**config.mk**
```make
export PLATFORM = sky130hd
export DESIGN_NAME = am_watchdog_timer
export DESIGN_NICKNAME = d
export VERILOG_FILES = /design/src/rtl/am_watchdog_timer.sv
export SDC_FILE = /design/constraint.sdc
export NUM_CORES = 1
export LEC_CHECK = 0
export BUFFER_PORTS_ARGS = -buffer_cell sky130_fd_sc_hd__buf_4
export CORE_AREA = 2 2 76 78
export CTS_CLUSTER_SIZE = 25
export DETAILED_ROUTE_END_ITERATION = 6
export DIE_AREA = 0 0 78 80
export PLACE_DENSITY = 0.76
export SYNTH_ARGS = -nofsm -noshare
export SYNTH_HDL_FRONTEND = slang
export SYNTH_SLANG_ARGS = --single-unit
```
**constraint.sdc**
```tcl
create_clock -name clk -period 9.5 [get_ports clk]
set_clock_uncertainty 0.1 [all_clocks]
set_input_delay 0.95 -clock clk [delete_from_list [all_inputs] [get_ports clk]]
set_output_delay 0.95 -clock clk [all_outputs]
set_load 0.1 [all_outputs]
```
**src/rtl/am_watchdog_timer.sv**
```systemverilog
// Software-liveness watchdog: counts cycles since the last heartbeat, raises a warning
// and then a sticky timeout that drives force_reset into the RF/audio path.
module am_watchdog_timer #(
    parameter int unsigned TIMEOUT_CYCLES = 32'd125_000_000,
    parameter int unsigned WARNING_CYCLES = 32'd100_000_000
) (
    input  logic clk,
    input  logic rstn,
    input  logic enable,
    input  logic heartbeat,
    output logic force_reset,
    output logic warning,
    output logic triggered
);

    localparam logic [32:0] TIMEOUT_EXT = {1'b0, 32'(TIMEOUT_CYCLES)};
    localparam logic [32:0] WARNING_EXT = {1'b0, 32'(WARNING_CYCLES)};
    localparam logic [31:0] TIMEOUT_C   = 32'(TIMEOUT_CYCLES);

    generate
        if ((WARNING_CYCLES >= TIMEOUT_CYCLES) || (TIMEOUT_CYCLES < 32'd2)) begin : g_bad_params
            $error("am_watchdog_timer: need 2 <= TIMEOUT_CYCLES and WARNING_CYCLES < TIMEOUT_CYCLES");
        end
    endgenerate

    logic [31:0] counter_r;
    logic        warning_r;
    logic        triggered_r;

    logic [32:0] count_inc_s;
    logic [31:0] count_next_s;
    logic        warn_hit_s;
    logic        trig_hit_s;

    // Next-count arithmetic, widened by one bit so counter+1 can never wrap.
    always_comb begin
        count_inc_s = {1'b0, counter_r} + 33'd1;
        if (count_inc_s <= TIMEOUT_EXT) begin
            count_next_s = count_inc_s[31:0];
        end else begin
            count_next_s = TIMEOUT_C;
        end
        warn_hit_s = (count_inc_s >= WARNING_EXT);
        trig_hit_s = (count_inc_s == TIMEOUT_EXT);
    end

    // Watchdog state: disarm clears, a trigger freezes everything, heartbeat restarts.
    always_ff @(posedge clk or negedge rstn) begin
        if (!rstn) begin
            counter_r   <= 32'd0;
            warning_r   <= 1'b0;
            triggered_r <= 1'b0;
        end else if (!enable) begin
            counter_r   <= 32'd0;
            warning_r   <= 1'b0;
            triggered_r <= 1'b0;
        end else if (triggered_r) begin
            counter_r   <= counter_r;
            warning_r   <= warning_r;
            triggered_r <= triggered_r;
        end else if (heartbeat) begin
            counter_r   <= 32'd0;
            warning_r   <= 1'b0;
            triggered_r <= 1'b0;
        end else begin
            counter_r   <= count_next_s;
            warning_r   <= warning_r | warn_hit_s;
            triggered_r <= trig_hit_s;
        end
    end

    assign warning     = warning_r;
    assign triggered   = triggered_r;
    assign force_reset = triggered_r;

`ifdef FORMAL
    am_watchdog_timer_props #(
        .TIMEOUT_CYCLES(TIMEOUT_CYCLES)
    ) u_props (
        .clk        (clk),
        .rstn       (rstn),
        .enable     (enable),
        .counter    (counter_r),
        .warning    (warning_r),
        .triggered  (triggered_r),
        .force_reset(force_reset)
    );
`endif

endmodule

`ifdef FORMAL
// Property checker bound into the watchdog for formal runs.
module am_watchdog_timer_props #(
    parameter int unsigned TIMEOUT_CYCLES = 32'd125_000_000
) (
    input logic        clk,
    input logic        rstn,
    input logic        enable,
    input logic [31:0] counter,
    input logic        warning,
    input logic        triggered,
    input logic        force_reset
);

    logic f_past_valid_r;

    // Marks that at least one clean edge has passed since reset.
    always_ff @(posedge clk or negedge rstn) begin
        if (!rstn) begin
            f_past_valid_r <= 1'b0;
        end else begin
            f_past_valid_r <= 1'b1;
        end
    end

    // Invariants checked on every edge once history is valid.
    always @(posedge clk) begin
        if (f_past_valid_r && rstn) begin
            assert (counter <= 32'(TIMEOUT_CYCLES));
            assert (!triggered || warning);
            assert (force_reset == triggered);
            if (!$past(enable) && $past(rstn)) begin
                assert ((counter == 32'd0) && !warning && !triggered);
            end
        end
    end

    cover property (@(posedge clk) disable iff (!f_past_valid_r)
        triggered ##[1:$] (!enable || !rstn) ##[1:$] (enable && rstn && (counter != 32'd0)));

endmodule
`endif

```
==> results.json, run 1 <==
{
  "hpwl_um": 4830,
  "clk_latency_ns": 0.29,
  "reg2regPathDepth": 10,
  "rsz0062_at_grt": "no",
  "diodes": 0,
  "die_w_um": 78,
  "die_area_sq_mm": 0.00624,
  "clockRootBuffer": "clkbuf_8",
  "worstHoldStart": "counter_r[26]$_DFFE_PN0P_",
  "cp.required_ns": 9.54,
  "synth_cell_types": 62,
  "setup_tns_ns": 0,
  "syn_to_final_growth_pct": 4.82,
  "grt_pass1_wl_um": 12000,
  "die_h_um": 80,
  "worstReg2RegStart": "counter_r[0]$_DFFE_PN0P_",
  "start_util_pct": 49.0,
  "setup-violations-final": 0,
  "peakVddDrop_v": 0.0000579,
  "ctsResizeCount": 0,
  "nets": 321,
  "synth.top_cell.area_share_pct": 32.1,
  "yosys_register_bits": 34,
  "htreeDepth": 2,
  "powerDensity_mw_per_mm2": 107,
  "path_max_fanout": 21,
  "core_sq_mm": 0.00541,
  "finalCritPeriodShare_pct": 42.6,
  "ctsHoldBuffers": 0,
  "clk_path_buf_depth": 2,
  "synthFlopType": "dfrtp_1",
  "numPortBuffers": 6,
  "min_path_cells": 2,
  "syn_area_sq_mm": 0.00265,
  "synth_area_leader_cell": "dfrtp_1",
  "cp-end-kind": "flip-flop",
  "syn_inst": 329,
  "clkTransAtPathRegs_ns": 0.08,
  "cts_tree": "built",
  "final_antenna_net_count": 0,
  "timing.final.ws_setup_ns": 5.45,
  "place_congestion": 0.941,
  "cpPeakStageDelay_ns": 0.72,
  "via_per_inst": 6.78,
  "status": "finished, final reports clean",
  "drc": 0,
  "worstSetupStartpointType": "flip-flop",
  "maxCapViolCount": 0,
  "hold_class": "reg -> reg",
  "post_cts_buffers": 0,
  "finalCriticalPeriod_ns": 4.05,
  "cp_slowest_cell": "o211ai_2",
  "r2r_slack_ns": 5.45,
  "critPathKind": "reg -> reg",
  "synth_area_per_cell_sq_um": 8.05,
  "worst_pin_slew_ns": 0.971,
  "drv_slew": 0,
  "slew-limit-headroom_pct": 35.2,
  "cts_buffers": 5,
  "io_pins": 7,
  "timing.rr.end": "counter_r[17]$_DFFE_PN0P_",
  "grt_pass1_vias": 2492,
  "hold_viol_final": 0,
  "drive_above_1_share_pct": 8.23,
  "antenna_found_initial": 0,
  "rows": 27,
  "synth_edf_count": 0,
  "path_cells": "ha_1, nand3_2, nor3_1, nand2_1, or3_1, xnor2_1, a221o_1, o211ai_2, or2_4, o211ai_1",
  "max_freq_mhz": 247,
  "grt_max_degree": 35,
  "grt_remaining_overflow": 0,
  "seq_area_frac_synth_pct": 32.1,
  "synth_area_leaders": "dfrtp_1, nand3_1, and3_1",
  "synthesis.nets": 334,
  "drt_first_pass_iters": 4,
  "ys_warn_count": 0,
  "routed_wirelength_um": 7090,
  "async_flop_share_pct": 100,
  "place_ws_ns": 5.50,
  "num_vias": 2632,
  "clock_sinks": 34,
  "wl_per_cell_um": 18.3,
  "drt_iter0_drc": 338,
  "hold_path_end": "counter_r[26]$_DFFE_PN0P_",
  "grtUsageTotal_pct": 24.0,
  "nFillCells": 513,
  "p_leak_uw": 0.00103,
  "arrival_ns": 4.09
}
## cell families (layout without fill, tap and decap cells)
group / after synthesis / after routing / share of synthesized area [%]
AND/OR/NAND/NOR: 154 / 154 / 32.7
AO/OA/AOI/OAI: 87 / 87 / 23.0
adder cells (fa/ha/maj): 1 / 1 / 0.472
buffers and inverters: 38 / 25 / 6.57
flip-flops: 34 / 34 / 32.1
multiplexers: 4 / 4 / 1.56
XOR/XNOR: 11 / 11 / 3.64
## cells in the final DEF, fill, tap and decap left out, types with 4 or more instances in the layout
master    instances
a31oi_1          12
inv_1            11
a21oi_1           9
and3_1           15
nand2_1          24
nor4_1            8
nand3_1          22
o21ai_0          15
buf_4             7
o311ai_1          9
dfrtp_1          34
xor2_1            4
o211ai_1          4
o21ai_1           7
nand4_1          15
and2_1            4
xnor2_1           7
nor3_1           10
nor2_1           25
and4_1            5
clkbuf_8          6
## how the worst max path moves through the flow
stage                                   start                         to  slack, ns  cells past startpoint
finish               counter_r[0]$_DFFE_PN0P_  counter_r[17]$_DFFE_PN0P_       5.45                     10
CTS                  counter_r[0]$_DFFE_PN0P_  counter_r[21]$_DFFE_PN0P_       5.48                     10
global placement     counter_r[0]$_DFFE_PN0P_  counter_r[24]$_DFFE_PN0P_       5.63                     10
floorplan           counter_r[10]$_DFFE_PN0P_   counter_r[7]$_DFFE_PN0P_       6.48                     11
detailed placement   counter_r[0]$_DFFE_PN0P_  counter_r[21]$_DFFE_PN0P_       5.50                     10
global route         counter_r[0]$_DFFE_PN0P_  counter_r[16]$_DFFE_PN0P_       5.12                     10
## through the flow
| step | total power, uW | hold slack, ns | area, sq um | cells | util, % |
|---|---|---|---|---|---|
| finish | 297 | 0.450 | 2780 | 388 | 51.4 |
| global route | 305 | 0.480 | 2780 | 388 | 51.4 |
| CTS | 299 | 0.446 | 2780 | 388 | 51.4 |
| detailed placement | 161 | 0.421 | 2660 | 381 | 49.3 |
| global placement | 160 | 0.422 | 2660 | 381 | 49.3 |
| floorplan | 154 | 0.402 | 2650 | 329 | - |
## where the power goes
part	leakage (uW)	internal (uW)	switching, uW
clock network	0.0000573	84.0	55.8
logic	0.000495	3.31	8.59
registers	0.000474	145	0.608
total	0.00103	232	65.0
## final cells by class
| cell class | instances | area, sq um | share of cell area, % |
|---|---|---|---|
| multi-input combinational | 257 | 1630 | 58.7 |
| clock buffer | 6 | 82.6 | 2.97 |
| sequential | 34 | 851 | 30.6 |
| tap | 72 | 90.1 | 3.24 |
| clock inverter | 1 | 30.0 | 1.08 |
| timing repair buffer | 7 | 52.6 | 1.89 |
| inverter | 11 | 41.3 | 1.49 |
## per-layer routing
| metal | up-vias | GRT usage (%) | share of wire (%) |
|---|---|---|---|
| met5 | - | 0 | 0 |
| met4 | 0 | 11.2 | 2.2 |
| met3 | 18 | 4.52 | 5.9 |
| met2 | 108 | 37.6 | 46 |
| met1 | 1282 | 32.1 | 46 |
| li1 | 1224 | - | - |
## critical path: cells and delay by family, from the launching register on
| family | cells | cell delay, ns |
|---|---|---|
| simple gates | 5 | 1.67 |
| compound gates | 3 | 1.22 |
| flops | 1 | 0.43 |
| fa+ha+maj | 1 | 0.30 |
| xor+xnor | 1 | 0.15 |
## sequential cells by signal, indices dropped and copies added, names as in the netlist
signal / count
counter_r: 32
force_reset: 1
warning: 1
## synthesized netlist by cell type (5+ instances only)
cell type,count
nand2_1,24
inv_1,11
nor3_1,10
nor4_1,8
a31oi_1,12
nand4_1,15
o311ai_1,9
a21oi_1,9
clkbuf_1,11
nand3_1,22
xnor2_1,7
o21ai_0,15
buf_2,13
dfrtp_1,34
and4_1,5
nor2_1,25
and3_1,15
o21ai_1,7
(Power assumes the default switching activity.)
==> run 2, diff against run 1 <==
- PLACE_DENSITY: 0.76 -> 0.79
- clock period: 9.5 -> 3.6 ns (I/O delays scaled with it)
==> run 2 against run 1 <==
Clock-buffer cell count increased by 1. Sequential cell count unchanged. Sequential share of layout area decreased by 1.1 points. Sequential power increased to 2.6 times the previous value. Hold slack got worse by 0.22 ns. Wire length increased by 1.7%. Register-to-register slack got worse by 5.3 ns. Critical path depth unchanged. Final area increased by 3.8%. Clock power increased by 120%. First-iteration DRC count decreased by 14%. Critical path type unchanged. Critical endpoint is now counter_r[7]$_DFFE_PN0P_. Largest cell class unchanged.
==> results.json, run 2 (synthesized netlist as in run 1, its figures left out) <==
{
  "hpwl_um": 5030,
  "antenna_found_initial": 0,
  "setup_tns_ns": 0,
  "comb_power_share_pct": 4.8,
  "hold_class": "in -> reg",
  "path_max_fanout": 16,
  "final_common_cell": "dfrtp_1",
  "p_leak_uw": 0.00109,
  "start_util_pct": 49.0,
  "clock_sinks": 34,
  "htreeDepth": 2,
  "diodes": 0,
  "critPathKind": "reg -> reg",
  "final_cell_mix": "dfrtp_1, nor2_1, nand2_1",
  "cp-end-kind": "flip-flop",
  "num_vias": 2663,
  "grt_max_degree": 35,
  "power.share.clock_pct": 42.2,
  "grt_pass1_wl_um": 12000,
  "wl_per_cell_um": 17.8,
  "arrival_ns": 3.54,
  "worstReg2RegStart": "counter_r[4]$_DFFE_PN0P_",
  "numPortBuffers": 6,
  "die_h_um": 80,
  "critPathLaunch": "counter_r[4]$_DFFE_PN0P_",
  "power_uw": 723,
  "max_freq_mhz": 292,
  "finalCritPeriodShare_pct": 95.1,
  "clk_path_buf_depth": 2,
  "syn_to_final_growth_pct": 8.79,
  "cp.required_ns": 3.72,
  "grtUsageTotal_pct": 24.1,
  "drt_iter0_drc": 292,
  "rsz0062_at_grt": "no",
  "clk_latency_ns": 0.30,
  "cts_buffers": 5,
  "drt_first_pass_iters": 5,
  "hold_viol_final": 0,
  "grt_pass1_vias": 2459,
  "worstSetupStartpointType": "flip-flop",
  "status": "finished, final reports clean",
  "worst_pin_slew_ns": 1.02,
  "core_sq_mm": 0.00541,
  "clkTransAtPathRegs_ns": 0.07,
  "powerDensity_mw_per_mm2": 251,
  "p_sw_uw": 176,
  "drv_slew": 0,
  "maxCapViolCount": 0,
  "die_w_um": 78,
  "peakVddDrop_v": 0.000122,
  "routed_wirelength_um": 7210,
  "cts_tree": "built",
  "nets": 337,
  "finalCriticalPeriod_ns": 3.42,
  "worstHoldStart": "enable",
  "io_pins": 7,
  "clockRootBuffer": "clkbuf_8",
  "drive_above_1_share_pct": 12.9,
  "seqPwrFrac_pct": 53.0,
  "setup-violations-final": 0,
  "die_area_sq_mm": 0.00624,
  "regMostFlops": "counter_r",
  "rows": 27,
  "final_antenna_net_count": 0,
  "timing.hold.ws_ns": 0.234,
  "largest_reg_flops": 32,
  "place_congestion": 0.921,
  "via_per_inst": 6.58,
  "switching_share_pct": 24.3,
  "slew-limit-headroom_pct": 32.1,
  "grt_remaining_overflow": 0,
  "drc": 0,
  "p_int_uw": 548
}
==> run 2: critical path, cell delays in order (launching register included) <==
cell,delay (ns)
dfrtp_1,0.49
nand4_2,0.22
or4_1,0.57
or4_1,0.52
mux2i_1,0.14
a2111oi_0,0.39
nand4_1,0.21
o211ai_2,0.15
buf_4,0.26
a31oi_1,0.10
o22ai_1,0.17
==> run 2: power groups by stage <==
stage,Combinational [uW],Clock (uW),Sequential [uW]
2_1_floorplan,15.3,0,392
3_3_place_gp,33.2,0,391
3_5_place_dp,33.9,0,391
4_1_cts,34.7,308,384
5_1_grt,39.5,323,384
6_report,34.8,305,384
==> run 2: cell type report <==
class / instances / area (sq um)
multi-input cells: 257 / 1630
clock inverters: 1 / 5.00
repair buffers: 23 / 175
flip-flops and latches: 34 / 852
clock buffers: 7 / 86.3
inverters: 11 / 41.3
fillers: 493 / 2520
well taps: 72 / 90.1
==> run 2: what timing repair did <==
item                                   in CTS  in global routing
endpoints found under the hold margin      34                  0
setup endpoints to repair                   0                  4
hold buffers                                1                  0
resized for setup                           0                  2
setup buffers                               0                  0
==> run 2: layer usage <==
layer | up-vias | share of wire, % | track usage (%)
met2 | 137 | 45 | 37.7
met3 | 20 | 8.2 | 3.96
met5 | - | 0 | 0
li1 | 1256 | - | -
met4 | 0 | 3.0 | 9.65
met1 | 1250 | 44 | 33.4
==> run 2: stage by stage <==
stage	cells	util, %	setup WS [ns]	area [sq um]
2_1_floorplan	329	-	0.580	2650
3_3_place_gp	396	51.4	0.347	2780
3_5_place_dp	396	51.4	0.276	2780
4_1_cts	405	53.2	0.217	2880
5_1_grt	405	53.3	0.00748	2880
6_report	405	53.3	0.176	2880
==> run 2: worst paths after layout <==
| kind | to | slack, ns | cells past startpoint |
|---|---|---|---|
| max in group asynchronous | counter_r[10]$_DFFE_PN0P_ | 2.61 | 2 |
| max | counter_r[7]$_DFFE_PN0P_ | 0.18 | 10 |
| min | force_reset$_DFF_PN0_ | 0.23 | 2 |
| min reg2reg | counter_r[26]$_DFFE_PN0P_ | 0.45 | 2 |
| min in group asynchronous | counter_r[0]$_DFFE_PN0P_ | 0.46 | 2 |
| max reg2reg | counter_r[7]$_DFFE_PN0P_ | 0.18 | 10 |
